[src/rtl/logic_gate_pkg.sv]
// Shared definitions for the bitwise gate pipeline: op encodings and the result record.
package logic_gate_pkg;

  localparam int unsigned MaxWidth = 64;

  typedef enum logic [2:0] {
    OpAnd   = 3'b000,
    OpOr    = 3'b001,
    OpXor   = 3'b010,
    OpNand  = 3'b011,
    OpNor   = 3'b100,
    OpXnor  = 3'b101,
    OpNotA  = 3'b110,
    OpPassA = 3'b111
  } op_e;

  typedef struct packed {
    logic [MaxWidth-1:0] y;
    logic                y_zero;
    logic                y_par;
  } result_t;

  // Callers zero-extend narrower results, so the flags match the narrow value.
  function automatic result_t make_result(logic [MaxWidth-1:0] y);
    result_t r;
    r.y      = y;
    r.y_zero = ~|y;
    r.y_par  = ^y;
    return r;
  endfunction

endpackage

[src/rtl/logic_gate_fifo2.sv]
// Two-entry result buffer; entry 0 is always the head so an empty buffer shows entry 0.
module logic_gate_fifo2 #(
  parameter int unsigned     DataW    = 10,
  parameter logic [DataW-1:0] ResetVal = '0
) (
  input  logic             clk_i,
  input  logic             rst_ni,
  input  logic             push_i,
  input  logic [DataW-1:0] wdata_i,
  output logic             ready_o,
  output logic             valid_o,
  input  logic             pop_i,
  output logic [DataW-1:0] rdata_o
);

  logic [1:0]       count_q, count_d;
  logic [DataW-1:0] ent0_q, ent0_d, ent1_q, ent1_d;
  logic             push, pop;

  assign ready_o = (count_q != 2'd2);
  assign valid_o = (count_q != 2'd0);
  assign push    = push_i & ready_o;
  assign pop     = pop_i & valid_o;
  assign rdata_o = ent0_q;

  always_comb begin
    ent0_d  = ent0_q;
    ent1_d  = ent1_q;
    count_d = count_q + {1'b0, push} - {1'b0, pop};
    if (pop && (count_q == 2'd2)) begin
      ent0_d = ent1_q;
    end
    // A push lands in the first slot left free after any simultaneous pop.
    if (push) begin
      if ((count_q == 2'd0) || ((count_q == 2'd1) && pop)) begin
        ent0_d = wdata_i;
      end else begin
        ent1_d = wdata_i;
      end
    end
  end

  always_ff @(posedge clk_i) begin
    if (!rst_ni) begin
      count_q <= 2'd0;
      ent0_q  <= ResetVal;
      ent1_q  <= ResetVal;
    end else begin
      count_q <= count_d;
      ent0_q  <= ent0_d;
      ent1_q  <= ent1_d;
    end
  end

endmodule

[src/rtl/logic_gate_pipe.sv]
// Bitwise gate ALU with accumulator feedback and a two-entry valid/ready output buffer.
module logic_gate_pipe
  import logic_gate_pkg::*;
#(
  parameter int unsigned WIDTH = 8
) (
  input  logic             clk,
  input  logic             rst_n,
  input  logic             in_valid,
  output logic             in_ready,
  input  logic [WIDTH-1:0] a,
  input  logic [WIDTH-1:0] b,
  input  logic [2:0]       op,
  input  logic             in_acc,
  input  logic             acc_clr,
  output logic             out_valid,
  input  logic             out_ready,
  output logic [WIDTH-1:0] y,
  output logic             y_zero,
  output logic             y_par
);

  localparam int unsigned EntryW = WIDTH + 2;
  // An all-zero result carries y_zero=1.
  localparam logic [EntryW-1:0] EntryReset = EntryW'(2'b10);

  logic              accept;
  logic [WIDTH-1:0]  acc_q, acc_d;
  logic [WIDTH-1:0]  b_eff;
  logic [WIDTH-1:0]  res_w;
  result_t           res;
  logic [EntryW-1:0] wdata, rdata;
  logic              unused_res_y;

  assign accept = in_valid & in_ready;

  always_comb begin
    b_eff = b;
    if (in_acc) begin
      b_eff = acc_clr ? '0 : acc_q;
    end
  end

  always_comb begin
    res_w = '0;
    unique case (op_e'(op))
      OpAnd:   res_w = a & b_eff;
      OpOr:    res_w = a | b_eff;
      OpXor:   res_w = a ^ b_eff;
      OpNand:  res_w = ~(a & b_eff);
      OpNor:   res_w = ~(a | b_eff);
      OpXnor:  res_w = ~(a ^ b_eff);
      OpNotA:  res_w = ~a;
      OpPassA: res_w = a;
    endcase
  end

  assign res          = make_result(MaxWidth'(res_w));
  assign wdata        = {res.y[WIDTH-1:0], res.y_zero, res.y_par};
  assign unused_res_y = ^res.y;

  always_comb begin
    acc_d = acc_q;
    if (accept) begin
      acc_d = res_w;
    end else if (acc_clr) begin
      acc_d = '0;
    end
  end

  always_ff @(posedge clk) begin
    if (!rst_n) begin
      acc_q <= '0;
    end else begin
      acc_q <= acc_d;
    end
  end

  logic_gate_fifo2 #(
    .DataW    (EntryW),
    .ResetVal (EntryReset)
  ) u_fifo (
    .clk_i   (clk),
    .rst_ni  (rst_n),
    .push_i  (in_valid),
    .wdata_i (wdata),
    .ready_o (in_ready),
    .valid_o (out_valid),
    .pop_i   (out_ready),
    .rdata_o (rdata)
  );

  assign {y, y_zero, y_par} = rdata;

endmodule

[config.mk]
export PLATFORM = sky130hd
export DESIGN_NAME = logic_gate_pipe
export DESIGN_NICKNAME = d
export VERILOG_FILES = /design/src/rtl/logic_gate_pkg.sv /design/src/rtl/logic_gate_fifo2.sv /design/src/rtl/logic_gate_pipe.sv
export SDC_FILE = /design/constraint.sdc
export NUM_CORES = 1
export LEC_CHECK = 0
export BUFFER_PORTS_ARGS = -buffer_cell sky130_fd_sc_hd__buf_2
export CAP_MARGIN = 15
export CORE_UTILIZATION = 45
export DETAILED_ROUTE_END_ITERATION = 7
export PLACE_DENSITY = 0.68
export SLEW_MARGIN = 5
export SYNTH_ARGS = -nofsm -noshare
export SYNTH_HDL_FRONTEND = slang
export SYNTH_SLANG_ARGS = --single-unit
[constraint.sdc]
create_clock -name clk -period 5.7 [get_ports clk]
set_clock_uncertainty 0.1 [all_clocks]
set_input_delay 0.285 -clock clk [delete_from_list [all_inputs] [get_ports clk]]
set_output_delay 0.285 -clock clk [all_outputs]
set_load 0.005 [all_outputs]
# [Yosys cells after proc, flatten, opt, wreduce, memory -nomap -nowiden]
# Index checks and enable logic that the tools add are counted.
[totals] ff_bits=30 in_bits=25 output_inout_bits=12 wordCells=43
[op_classes] addsub=2 n_eq_ne=10 mux=7 n_bitwise=10 n_reduce_logical=10
[ops] cell="$pmux W8 S8" count=1
[ops] cell="$reduce_xor A64 Y1" count=1
[ops] cell="$not A8 Y8" count=4
[ops] cell="$mux W10" count=3
[ops] cell="$mux W8" count=3
[ops] cell="$eq A3 B3 Y1 const B" count=4
[ops] cell="$and A8 B8 Y8" count=1
[ops] cell="$or A8 B8 Y8" count=1
[ops] cell="$reduce_or A8 Y1" count=1
[ops] cell="$xor A8 B8 Y8" count=1
[ops] cell="$eq A3 B2 Y1 const B" count=2
[ops] cell="$eq A3 B1 Y1 const B" count=1
[ops] cell="$logic_not A3 Y1" count=1
[ops] cell="$add A2 B1 Y2" count=1
[ops] cell="$and A1 B1 Y1" count=2
[ops] cell="$eq A2 B1 Y1 const B" count=1
[ops] cell="$eq A2 B2 Y1 const B" count=1
[ops] cell="$logic_and A1 B1 Y1" count=2
[ops] cell="$logic_not A2 Y1" count=1
[ops] cell="$ne A2 B2 Y1 const B" count=1
[ops] cell="$reduce_and A2 Y1" count=1
[ops] cell="$reduce_bool A2 Y1" count=1
[ops] cell="$sub A2 B1 Y2" count=1
[ops] cell="$logic_not A1 Y1" count=1
[ops] cell="2 further kinds" count=2

# [Depth between registers and ports, before layout]
[logic_depth] depth_word=9 mapped_depth=14 mapped_depth_nobuf=14

# [Hierarchy]
# From an unflattened synthesis, not the netlist that was laid out.
[unflattened] cells_unflattened=289 hier_area_um2=2417.3
[modules_own_cells] module="logic_gate_pipe" n_inst=1 cells_each=180 area_per_inst_um2=1457.6 seq_area_each_um2=160.2
[modules_own_cells] module="logic_gate_fifo2" n_inst=1 cells_each=109 area_per_inst_um2=959.7 seq_area_each_um2=440.4

# [Worst setup path before layout]
# OpenSTA, ideal clock, no wires.
[synth_path] kind="input port to flip-flop" start="in in_acc" end="reg u_fifo.ent1_q[0]" setup_ps=116 arrival_time_ps=2799 required_ps=5484 slack_ps=2685 cell_stages=11 path_buffers=1 path_cell_list="clkbuf_1 -> mux2_2 -> inv_1 -> ha_1 -> mux2_4 -> mux4_2 -> ha_1 -> xnor2_1 -> xnor2_1 -> nand2_1 -> o211a_1"
[synth_via] elab_chain_cells=5 word_cells_on_any_way=9 classes_between="mux: 2; bitwise: 6; reduce/logical: 1"
[synth_lines] item="from (decl)" line="logic_gate_pipe.sv:14" text="input logic in_acc,"
[synth_lines] item="$mux W8 *" line="logic_gate_pipe.sv:39" text="if (in_acc) begin"
[synth_lines] item="$xor A8 B8 Y8, or another cell as far along" line="logic_gate_pipe.sv:49, logic_gate_pipe.sv:52"
[synth_lines] item="$not A8 Y8 (on tied branches)" line="logic_gate_pipe.sv:52, logic_gate_pipe.sv:50, logic_gate_pipe.sv:51"
[synth_lines] item="$pmux W8 S8 *" line="logic_gate_pipe.sv:46" text="unique case (op_e'(op))"
[synth_lines] item="$reduce_xor A64 Y1 *"
[synth_lines] item="to (signal assigned)" line="logic_gate_fifo2.sv:47" text="ent1_q <= ResetVal;"
[synth_lines] item="to (signal assigned)" line="logic_gate_fifo2.sv:51" text="ent1_q <= ent1_d;"
[synth_lines] item="to (decl)" line="logic_gate_fifo2.sv:17" text="logic [DataW-1:0] ent0_q, ent0_d, ent1_q, ent1_d;"
# Mark *: on every way between the ends. The rest lies on a longest branch, timed or not.
# A chain may end at the register's enable or synchronous reset.

# [Worst setup path after layout]
[layout_path] start="reg acc_q[5]" end="reg u_fifo.ent1_q[0]"
[layout_via] elab_chain_cells=6 word_cells_on_any_way=10 classes_between="mux: 3; bitwise: 6; reduce/logical: 1"
[layout_lines] item="from (decl)" line="logic_gate_pipe.sv:28" text="logic [WIDTH-1:0] acc_q, acc_d;"
[layout_lines] item="from (signal assigned)" line="logic_gate_pipe.sv:73" text="acc_q <= '0;"
[layout_lines] item="from (signal assigned)" line="logic_gate_pipe.sv:75" text="acc_q <= acc_d;"
[layout_lines] item="$mux W8 *"
[layout_lines] item="$mux W8 *" line="logic_gate_pipe.sv:39"
[layout_lines] item="$xor A8 B8 Y8, or another cell as far along" line="logic_gate_pipe.sv:49, logic_gate_pipe.sv:52"
[layout_lines] item="$not A8 Y8 (on tied branches)" line="logic_gate_pipe.sv:52, logic_gate_pipe.sv:50, logic_gate_pipe.sv:51"
[layout_lines] item="$pmux W8 S8 *" line="logic_gate_pipe.sv:46"
[layout_lines] item="$reduce_xor A64 Y1 *"
# Marked as above.

==> results.json <==
{
  "clock.fmax_mhz": 338,
  "height_of_the_die_um": 74.2,
  "fraction_of_layout_cells_with_a_size_suffix_above_1": 0.197,
  "synth_edf_count": 0,
  "critPathLaunch": "acc_q[5]",
  "status": "complete, no violations",
  "vias": 2079,
  "placedCellCount": 369,
  "clockPowerShare": 0.213,
  "via_per_inst": 5.53,
  "die-area_um2": 5500,
  "cts_root_buf": "sky130_fd_sc_hd__clkbuf_8",
  "worst_r2r_startpoint": "acc_q[5]",
  "synth_sequential_area_ratio": 0.256,
  "worst_skew_late_latency_ps": 270,
  "cp_startpoint_kind": "register",
  "cp.buffers_inverters": 1,
  "synthToLayoutAreaGrowth_pct": 10.9,
  "yosys_warnings": 0,
  "synthCells": 283,
  "max_stage_delay_ps": 570,
  "maxSlewViolCount": 0,
  "finalSetupViolCount": 0,
  "fill_cells": 484,
  "cp.required_ps": 5760,
  "dominantRegCellSynth": "sky130_fd_sc_hd__dfxtp_1",
  "floorplan.core_area_um2": 4880,
  "min_from": "in_valid",
  "number_of_i_o_port_buffers": 36,
  "post-route-period-util": 0.519,
  "cellPowerDensity_nw_per_um2": 280,
  "post_syn_area_per_cell_um2": 8.28,
  "final_nets": 356,
  "final.min_clock_period_ps": 2960,
  "comb_power_share": 0.405,
  "grt_pass1_wl_um": 8790,
  "placementRows": 25,
  "synth_top_area_cell": "sky130_fd_sc_hd__dfxtp_1",
  "floorplan.initialDensity": 0.480,
  "drc": 0,
  "clk_pin_slew_ps": 60,
  "report.final.hold_viol_count": 0,
  "globalRoute.totalOverflow": 0,
  "cells_along_the_critical_path": "nor2b_1 > mux2_2 > inv_1 > ha_1 > nand2_1 > o22ai_1 > a2111oi_1 > or2_1 > ha_1 > xnor2_1 > xnor2_1 > nand2_1 > o211a_1",
  "postCtsResizedCells": 0,
  "register_area_um2": 601,
  "drtPass1Iterations": 4,
  "grt_start_max_net_pins": 41,
  "dp.final_hpwl_um": 3780,
  "fin_setup_tns_ps": 0,
  "hold_buf_count_cts": 0,
  "clock-sinks": 30,
  "power.leakage_nw": 1.19,
  "worst_slack_ps": 2740,
  "max_slew.worst_pin.slew_ps": 691,
  "synth.top_cells.by_count": "sky130_fd_sc_hd__dfxtp_1, sky130_fd_sc_hd__nand2_1, sky130_fd_sc_hd__inv_1",
  "cts.repair_timing.setup_buffer_count": 0,
  "synth.ff_latch_count": 30,
  "yosysUniqueCellTypes": 55,
  "globalRouteTotalUtil": 0.204,
  "synthesized_net_count": 330,
  "first_global_vias": 1870,
  "num_antenna_cells": 0,
  "path_delay_family": "compound AO/OA/AOI/OAI gates",
  "drtAntennaViolNets": 0,
  "power.switching_w": 0.000250,
  "critical_path.slowest_cell": "sky130_fd_sc_hd__a2111oi_1",
  "top_cell_type_s_share_of_synthesized_area": 0.256,
  "crit_fanout": 3,
  "peakVddDrop_mv": 0.142,
  "initialDrtViolationCount": 120,
  "timing.critical_path.to_type": "register",
  "gp_routability_congestion": 0.788,
  "number_of_placed_i_o_pins": 37,
  "fp.dieW_um": 74.2,
  "cts_max_level": 2,
  "sequentialPowerShare": 0.383,
  "routed_wirelength_um": 5080,
  "synthArstFlopShare": 0,
  "max-slew-margin-rel": 0.540,
  "power_report.internal_total_w": 0.000478,
  "tritoncts": "yes",
  "stdcell_count": 376,
  "netlist_top_cells_area": "sky130_fd_sc_hd__dfxtp_1, sky130_fd_sc_hd__ha_1, sky130_fd_sc_hd__mux2_2",
  "cts.path.max_buffers": 2,
  "multi_input_comb_area_um2": 1560,
  "holdCritPathClass": "input port to register",
  "rsz0062_at_grt": "false",
  "antenna_violations_before_repair": 0,
  "max_cap_viol_count": 0,
  "power.switching_fraction": 0.344,
  "synth_most_common_cell": "sky130_fd_sc_hd__dfxtp_1",
  "timing.critical_path.arrival_ps": 3020,
  "crit_type": "register to register",
  "cts_inserted_buffers": 5,
  "place_worst_setup_slack_ps": 2590,
  "syn-cell-area_um2": 2340,
  "wl_per_cell_um": 13.5
}
-- flip-flops by register name, summed over array words and instances, names as in the netlist --
name / count
acc_q: 8
u_fifo.ent1_q: 10
u_fifo.rdata_o: 10
u_fifo.count_q: 2
-- worst paths after layout --
check	to	slack [ps]	depth (start not counted)
max	u_fifo.ent1_q[0]	2740	13
min	u_fifo.rdata_o[9]	260	3
max reg2reg	u_fifo.ent1_q[0]	2740	13
min reg2reg	u_fifo.ent1_q[8]	360	2
-- worst min-delay path, cell delays in order --
cell,delay (ps)
sky130_fd_sc_hd__buf_2,120
sky130_fd_sc_hd__nand3_1,100
sky130_fd_sc_hd__o21a_1,100
-- through the flow --
| stage | cell area (µm²) | power [W] | utilization | hold WS (ps) |
|---|---|---|---|---|
| 2_1_floorplan | 2340 | 0.000497 | - | 335 |
| 3_3_place_gp | 2520 | 0.000573 | 0.517 | 345 |
| 3_5_place_dp | 2520 | 0.000579 | 0.517 | 346 |
| 4_1_cts | 2600 | 0.000736 | 0.533 | 250 |
| 5_1_grt | 2600 | 0.000791 | 0.533 | 263 |
| 6_report | 2600 | 0.000728 | 0.533 | 259 |
-- final cells by class --
| type | count | area share |
|---|---|---|
| inverters | 26 | 0.0375 |
| repair buffers | 36 | 0.0693 |
| multi-input cells | 210 | 0.601 |
| flip-flops and latches | 30 | 0.231 |
| well taps | 67 | 0.0322 |
| clock buffers | 7 | 0.0294 |
-- layer usage --
layer | global-route usage | routed length [µm]
met5 | 0 | 0
met4 | 0.0513 | 38
met3 | 0.0352 | 224
met2 | 0.330 | 2380
met1 | 0.281 | 2440
-- cell usage in the layout, fill, tap and decap left out, types with 7 or more instances in the layout --
master and count:
sky130_fd_sc_hd__dfxtp_1 30, sky130_fd_sc_hd__xnor2_1 9, sky130_fd_sc_hd__mux2_2 10, sky130_fd_sc_hd__ha_1 22, sky130_fd_sc_hd__nor2_1 8, sky130_fd_sc_hd__o21ai_0 10
sky130_fd_sc_hd__o211ai_1 7, sky130_fd_sc_hd__buf_2 36, sky130_fd_sc_hd__a21oi_1 17, sky130_fd_sc_hd__nand2_1 26, sky130_fd_sc_hd__nor2b_1 12, sky130_fd_sc_hd__inv_1 23
sky130_fd_sc_hd__o221ai_1 9
-- cells by family (layout without fill, tap and decap cells) --
family                   count (synthesis)  count (layout)  synth area share
AO/OA/AOI/OAI                           81              81             0.240
XOR/XNOR                                13              13            0.0486
adder cells (fa/ha/maj)                 22              22             0.117
buffers and inverters                   43              69            0.0774
flip-flops                              30              30             0.256
multiplexers                            14              14            0.0779
AND/OR/NAND/NOR                         80              80             0.182
-- power by group through the flow --
stage,Sequential [W],Clock [W],Combinational [W]
floorplan,0.000281,0,0.000216
global placement,0.000282,0,0.000291
detailed placement,0.000283,0,0.000296
CTS,0.000278,0.000160,0.000297
global route,0.000283,0.000168,0.000339
finish,0.000279,0.000155,0.000295
(Power assumes the default switching activity.)
